### config.mk
export PLATFORM = sky130hd
export DESIGN_NAME = adder_tree_acc
export DESIGN_NICKNAME = d
export VERILOG_FILES = /design/src/rtl/adder_tree_acc_pkg.sv /design/src/rtl/adder_tree_acc_level.sv /design/src/rtl/adder_tree_acc.sv
export SDC_FILE = /design/constraint.sdc
export NUM_CORES = 1
export LEC_CHECK = 0
export BUFFER_PORTS_ARGS = -buffer_cell sky130_fd_sc_hd__buf_2
export CAP_MARGIN = 20
export CORE_MARGIN = 1.5
export CORE_UTILIZATION = 50
export CTS_BUF_LIST = sky130_fd_sc_hd__clkbuf_4 sky130_fd_sc_hd__clkbuf_8 sky130_fd_sc_hd__clkbuf_16
export CTS_CLUSTER_SIZE = 24
export DETAILED_ROUTE_END_ITERATION = 16
export GPL_TIMING_DRIVEN = 0
export PLACE_DENSITY = 0.71
export SLEW_MARGIN = 20
export SYNTH_ARGS = -nofsm -noshare
export SYNTH_HDL_FRONTEND = slang
export SYNTH_SLANG_ARGS = --single-unit
### constraint.sdc
create_clock -name clk -period 6.5 [get_ports clk]
set_input_delay 0.975 -clock clk [delete_from_list [all_inputs] [get_ports clk]]
set_output_delay 0.975 -clock clk [all_outputs]
set_load 0.05 [all_outputs]
### src/rtl/adder_tree_acc_pkg.sv
// Shared constants and helpers for the adder-tree accumulator slice.
package adder_tree_acc_pkg;

  localparam int unsigned W_PSUM = 32;

  typedef struct packed {
    logic vld;
    logic first;
    logic last;
  } sideband_t;

  // Number of pairwise levels needed to reduce n lanes to one (ceil(log2(n))).
  function automatic int unsigned tree_levels(input int unsigned n);
    int unsigned l;
    l = 0;
    for (int unsigned i = 0; i < 8; i++) begin
      if ((32'd1 << i) < n) l = i + 1;
    end
    return l;
  endfunction

endpackage

### src/rtl/adder_tree_acc_level.sv
// One registered pairwise level of the adder tree: N_PAIR sums of adjacent
// signed W_I-bit lanes, each widened to W_I+1 bits with no truncation.
module adder_tree_level
  import adder_tree_acc_pkg::*;
#(
  parameter int unsigned N_PAIR = 1,
  parameter int unsigned W_I    = 8
) (
  input  logic                        clk,
  input  logic                        rstn,
  input  logic [2*N_PAIR*W_I-1:0]     d_flat,
  output logic [N_PAIR*(W_I+1)-1:0]   q_flat
);

  logic [N_PAIR*(W_I+1)-1:0] sum_d;
  logic [N_PAIR*(W_I+1)-1:0] sum_q;

  always_comb begin
    sum_d = '0;
    for (int unsigned p = 0; p < N_PAIR; p++) begin
      sum_d[p*(W_I+1) +: (W_I+1)] =
        (W_I+1)'(signed'(d_flat[(2*p)*W_I +: W_I])) +
        (W_I+1)'(signed'(d_flat[(2*p+1)*W_I +: W_I]));
    end
  end

  always_ff @(posedge clk or negedge rstn) begin
    if (!rstn) sum_q <= '0;
    else       sum_q <= sum_d;
  end

  assign q_flat = sum_q;

endmodule

### src/rtl/adder_tree_acc.sv
// Pipelined signed adder tree feeding a grouped accumulator (first/last framing).
// Optional clamp-on-overflow with sticky sat_o when ADDER_TREE_SAT_EN is defined.
module adder_tree_acc
  import adder_tree_acc_pkg::*;
#(
  parameter int unsigned N_IN  = 16,
  parameter int unsigned W_IN  = 20,
  parameter int unsigned W_OUT = W_PSUM
) (
  input  logic                   clk,
  input  logic                   rstn,
  input  logic                   vld_i,
  input  logic                   first_i,
  input  logic                   last_i,
  input  logic [N_IN*W_IN-1:0]   in_flat,
  output logic [W_OUT-1:0]       acc_o,
  output logic                   vld_o,
  output logic                   sat_o
);

  localparam int unsigned L   = tree_levels(N_IN);
  localparam int unsigned W_S = W_IN + L;

  // Tree levels: level j consumes N_IN>>j lanes of W_IN+j bits.
  for (genvar j = 0; j < L; j++) begin : g_lvl
    localparam int unsigned NP = N_IN >> (j + 1);
    localparam int unsigned WI = W_IN + j;
    logic [2*NP*WI-1:0]   d;
    logic [NP*(WI+1)-1:0] q;
    if (j == 0) begin : g_src_in
      assign d = in_flat;
    end else begin : g_src_lvl
      assign d = g_lvl[j-1].q;
    end
    adder_tree_level #(.N_PAIR(NP), .W_I(WI)) u_lvl (
      .clk    (clk),
      .rstn   (rstn),
      .d_flat (d),
      .q_flat (q)
    );
  end

  logic signed [W_S-1:0] tree_s;
  assign tree_s = g_lvl[L-1].q;

  // Sideband pipeline kept in lockstep with the tree registers.
  sideband_t sb_d [L];
  sideband_t sb_q [L];

  always_comb begin
    sb_d[0] = '{vld: vld_i, first: first_i, last: last_i};
    for (int unsigned i = 1; i < L; i++) sb_d[i] = sb_q[i-1];
  end

  always_ff @(posedge clk or negedge rstn) begin
    if (!rstn) begin
      for (int unsigned i = 0; i < L; i++) sb_q[i] <= '0;
    end else begin
      for (int unsigned i = 0; i < L; i++) sb_q[i] <= sb_d[i];
    end
  end

  sideband_t tsb;
  assign tsb = sb_q[L-1];

  logic signed [W_OUT-1:0] s_ext;
  logic signed [W_OUT-1:0] base;
  logic signed [W_OUT-1:0] acc_next;
  logic signed [W_OUT-1:0] acc_d, acc_q;
  logic signed [W_OUT-1:0] acc_out_d, acc_out_q;
  logic                    vld_o_d, vld_o_q;

  assign s_ext = W_OUT'(tree_s);
  assign base  = tsb.first ? '0 : acc_q;

`ifdef ADDER_TREE_SAT_EN
  logic [W_OUT:0] wide;
  logic           clamp;
  logic           grp_sat_d, grp_sat_q;
  logic           sat_out_d, sat_out_q;

  // One guard bit detects overflow; clamp toward the sign of the true sum.
  always_comb begin
    wide  = {base[W_OUT-1], base} + {s_ext[W_OUT-1], s_ext};
    clamp = wide[W_OUT] ^ wide[W_OUT-1];
    if (clamp) acc_next = wide[W_OUT] ? {1'b1, {(W_OUT-1){1'b0}}}
                                      : {1'b0, {(W_OUT-1){1'b1}}};
    else       acc_next = wide[W_OUT-1:0];
  end

  always_comb begin
    grp_sat_d = grp_sat_q;
    sat_out_d = sat_out_q;
    if (tsb.vld) begin
      grp_sat_d = (tsb.first ? 1'b0 : grp_sat_q) | clamp;
      if (tsb.last) sat_out_d = grp_sat_d;
    end
  end

  always_ff @(posedge clk or negedge rstn) begin
    if (!rstn) begin
      grp_sat_q <= 1'b0;
      sat_out_q <= 1'b0;
    end else begin
      grp_sat_q <= grp_sat_d;
      sat_out_q <= sat_out_d;
    end
  end

  assign sat_o = sat_out_q;
`else
  always_comb acc_next = base + s_ext;

  assign sat_o = 1'b0;
`endif

  always_comb begin
    acc_d     = acc_q;
    acc_out_d = acc_out_q;
    vld_o_d   = 1'b0;
    if (tsb.vld) begin
      acc_d = acc_next;
      if (tsb.last) begin
        vld_o_d   = 1'b1;
        acc_out_d = acc_next;
      end
    end
  end

  always_ff @(posedge clk or negedge rstn) begin
    if (!rstn) begin
      acc_q     <= '0;
      acc_out_q <= '0;
      vld_o_q   <= 1'b0;
    end else begin
      acc_q     <= acc_d;
      acc_out_q <= acc_out_d;
      vld_o_q   <= vld_o_d;
    end
  end

  assign acc_o = acc_out_q;
  assign vld_o = vld_o_q;

endmodule

# Yosys cells after proc, flatten, opt, wreduce, memory -nomap -nowiden
# Index checks and enable logic that the tools add are counted.
# totals
out_inout_bits	34
reg_bits	403
word_cells	39
in_bits	325
# op_classes
n_reduce_logical	1
n_addsub	16
muxes	3
# op_table
operator	count
20-bit by 20-bit adder with 21-bit output	8
21-bit by 21-bit adder with 22-bit output	4
22-bit by 22-bit adder with 23-bit output	2
32-bit by 24-bit adder with 32-bit output	1
32-bit 2-to-1 mux	1
23-bit by 23-bit adder with 24-bit output	1
1-bit 2-to-1 mux	2
2-bit AND reduction	1

# Logic depth before layout (Yosys ltp)
# depth
ltp_word	2
depth_mapped	12
mapped_depth_nobuf	11

# Modules after synthesis
# From an unflattened synthesis, not the netlist that was laid out.
# hier_totals
cells_unflattened	2864
hier_area_um2	27860.5
# modules_own_cells
module	area_each_um2	cells_each	seq_area_each_um2	n_inst
adder_tree_level (g_lvl[0].u_lvl)	11758.8	1211	4204.0	1
adder_tree_level (g_lvl[1].u_lvl)	6214.7	662	2202.1	1
adder_tree_acc	4745.8	466	1926.8	1
adder_tree_level (g_lvl[2].u_lvl)	3290.7	340	1151.1	1
adder_tree_level (g_lvl[3].u_lvl)	1850.5	185	600.6	1

# Worst setup path after synthesis
# OpenSTA, ideal clock, no wires.
# synth_path
kind	in2reg
startpoint	input in_flat[200]
endpoint	register g_lvl[0].u_lvl.sum_q[123]
n_path_buf	0
arrival_time_ps	3198
slack_ps	3221
t_required_ps	6420
stages	10
setup_ps	80
cell_sequence	ha_1 > fa_1 > a21o_1 > a21oi_1 > nor2_1 > o21a_1 > a311oi_1 > o21ai_0 > a41oi_1 > xnor2_1
# synth_via
elab_chain_len	1
# synth_lines
item	line_no	text
from (decl)	adder_tree_acc.sv:15	input logic [N_IN*W_IN-1:0] in_flat,
20-bit by 20-bit adder with 21-bit output	adder_tree_acc_level.sv:22	(W_I+1)'(signed'(d_flat[(2*p)*W_I +: W_I])) +
via g_lvl[0].u_lvl.sum_d[123]	adder_tree_acc_level.sv:15	logic [N_PAIR*(W_I+1)-1:0] sum_d;
to (signal assigned)	adder_tree_acc_level.sv:29	else sum_q <= sum_d;
to (decl)	adder_tree_acc_level.sv:16	logic [N_PAIR*(W_I+1)-1:0] sum_q;
# The timed path passes the listed nets, and every way through them passes these cells.
# A chain may end at the register's enable or synchronous reset.

# Final worst setup path
# layout_path
startpoint	register, netlist name sb_q[1]
endpoint	register acc_out_q[27] (netlist: acc_o[27])
# layout_via
elab_chain_len	2
# layout_lines
item	line_no	text
32-bit 2-to-1 mux	adder_tree_acc.sv:74	assign base = tsb.first ? '0 : acc_q;
32-bit by 24-bit adder with 32-bit output	adder_tree_acc.sv:112	always_comb acc_next = base + s_ext;
to (signal assigned)	adder_tree_acc.sv:137	acc_out_q <= acc_out_d;
to (decl)	adder_tree_acc.sv:70	logic signed [W_OUT-1:0] acc_out_d, acc_out_q;
# No other way between the ends.

==> results.ini <==
[die]
boundaryPins=359
dieArea_sq_mm=0.0542
row_count=84
coreArea_sq_mm=0.0523
die_w_um=233
start_util_pct=50.4
fp.dieH_um=233

[pwr]
ir_worst_vdd_mv=0.277
pwr-share-comb_pct=55.4
clkPwrFrac_pct=17.2
p_sw_w=0.00604
seqPwrFrac_pct=27.5
total_power_w=0.0144
p_per_area_mw_per_mm2=469
swShare_pct=42.0
p_leak_nw=14.7
p_int_w=0.00834

[sta]
worst_clock_skew_ns=0.0163
setup_viol=0
maxSlewHeadroom_pct=43.3
finalCritPeriodShare_pct=58.8
final-hold-violation-count=0
tightest_slew_ns=0.829
drv_slew=0
min_period_ns=3.82
grt_setup_unrepaired=no
fmaxAchievable_mhz=262

[layout]
final_cell_area_sq_mm=0.0306
drive_gt1_share_pct=17.1
final_cell_mix=dfrtp_1 (403), buf_2 (359), ha_1 (342)
areaGrowthSynthToFinish_pct=16.1
fillerInstances=4500
finish.utilization_pct=58.6
nets=3712
final_common_cell=dfrtp_1

[run_status]
status=finished, final reports clean

[logic_synthesis]
ys_async_sr_fraction_pct=100
yosysWarnings=0
yosys.area.top_type=dfrtp_1
synth.area.top_cells=dfrtp_1 (38%), ha_1 (16%), xnor2_1 (6.4%), a21oi_1 (5.0%), a21o_1 (3.8%)
synth_area_sq_mm=0.0264
synth.distinct_cells=77
ys_seq_area_share_pct=38.2
synth-edff-count=0
synth_seq_cells=403
synth.avg_cell_area_sq_um=10.1
yosysTopAreaCellShare_pct=38.2
synth_nets=3305
ys.flop_type=dfrtp_1
syn_inst=2622

[clock_tree]
clock-root-buffer=clkbuf_16
numCtsBuffers=44
clk_latency_ns=0.56
postCtsSetupBuffers=0
holdBufCountCts=0
clkSinkCount=403
clk_pin_slew_ns=0.06
cts_resized=0
cts_tree=done
cts.htree.levels=2
clockBufferDepth=3

[drt]
routedWlPerCell_um=15.9
ant_nets=0
drc=0
viasPerCell=5.54
vias=20765
first_pass_iters=5
routed_wl_um=59700
drtIter0Drc=985

[place]
portBuffers=357
hpwl_um=48400
place_area_sq_mm=0.0292
gp_congestion=0.899

[grt]
grt_pass1_wl_um=99400
grt_pass1_vias=20778
grt_usage_pct=22.3
antenna_found_initial=2
grt_max_degree=106
gr-total-overflow=0

[flow_run]
drv_cap=0

[worst_setup_path]
end_kind=flip-flop
rrSetupSlack_ns=2.68
critPathKind=flip-flop to flip-flop
r2r_start=sb_q[1]
required_ns=6.94
worstPathArrival_ns=4.27
crit_path_start_kind=flip-flop
cp_max_fo=10
r2r_end=acc_o[27]
rr_worst_depth=11
critPathCapture=acc_o[27]
crit_start=sb_q[1]

[worst_hold_path]
hold_class=input port to asynchronous set/reset pin

## registers in the layout, summed over array words and instances (netlist names)
| name | cells |
|---|---|
| acc_o | 32 |
| acc_q | 32 |
| sb_q | 3 |
| sb_d | 9 |
| vld_o | 1 |
| g_lvl.u_lvl.q_flat | 326 |
## cell families (layout without fill, tap and decap cells)
logic type      count (synthesis)  in the layout  synth area share (%)
compound gates                848            848                  20.9
other cells                     1              2                0.0142
xor+xnor                      278            278                  9.22
flops                         403            403                  38.2
buf+inv                       132            572                  1.91
mux                            50             50                  2.12
simple gates                  552            552                  10.2
fa+ha+maj                     358            358                  17.4
## worst max-delay path, stage by stage (launching register included)
cell       delay, ns
dfrtp_1         0.47
clkbuf_1        0.42
nor2b_1         0.13
ha_1            0.42
nand4_1         0.18
inv_1           0.11
o2111ai_1       0.20
a2111oi_0       0.79
o22ai_1         0.23
o21ai_0         0.31
xor2_1          0.17
mux2_2          0.29
## metrics by stage
step                hold WS (ns)  cells  setup slack (ns)   TNS, ns
finish                     0.323   3751              2.68         0
global route               0.332   3750              2.35         0
CTS                        0.315   3750              2.60         0
detailed placement         0.336   3671              2.62         0
global placement           0.338   3667             -2.88  -1141.54
floorplan                  0.331   2622              3.22         0
## cell type report
type / count / area (sq um) / share of cell area, %
Timing Repair Buffer: 361 / 1910 / 6.22
Tap cell: 688 / 861 / 2.81
Clock buffer: 63 / 1320 / 4.32
Sequential cell: 403 / 10100 / 32.9
Multi-Input combinational cell: 2087 / 15800 / 51.6
Buffer: 38 / 151 / 0.494
Antenna cell: 1 / 2.50 / 0.00817
Inverter: 94 / 353 / 1.15
Clock inverter: 16 / 149 / 0.486
## power by group through the flow
stage          Clock (W)  Sequential, W  Combinational, W
2_1_floorplan          0        0.00416           0.00579
3_3_place_gp           0        0.00399           0.00772
3_5_place_dp           0        0.00400           0.00791
4_1_cts          0.00254        0.00396           0.00797
5_1_grt          0.00265        0.00405           0.00888
6_report         0.00247        0.00395           0.00796
## metal layers
metal,vias to the layer above,track usage [%],share of wire [%]
met2,397,38.6,49
met1,9874,29.5,46
li1,10402,-,-
met5,-,0,0
met3,92,2.51,3.4
met4,0,6.33,2.1
## synthesized netlist by cell type, types with 23 or more instances
cell type and count:
dfrtp_1 403, ha_1 342, a21oi_1 263, xnor2_1 194, nor2_1 176, o21ai_0 157
a21o_1 132, nand2_1 111, inv_1 93, xor2_1 84, nor2b_1 71, mux2_2 48
o21a_1 46, a211oi_1 45, o21bai_1 39, nand3_1 37, nand2b_1 32, nor3_1 31
clkbuf_1 28, a31oi_1 27, nand4_1 23
## worst min-delay path by stage
| stage | endpoint | slack, ns | depth (start not counted) |
|---|---|---|---|
| 6_report | sb_q[0] | 0.32 | 1 |
| 3_3_place_gp | sb_q[0] | 0.34 | 0 |
| 3_5_place_dp | sb_d[0] | 0.34 | 0 |
| 2_1_floorplan | sb_d[0] | 0.33 | 0 |
| 4_1_cts | sb_q[0] | 0.31 | 1 |
| 5_1_grt | sb_q[0] | 0.33 | 1 |
No activity file was read; power rests on OpenSTA's default activity.
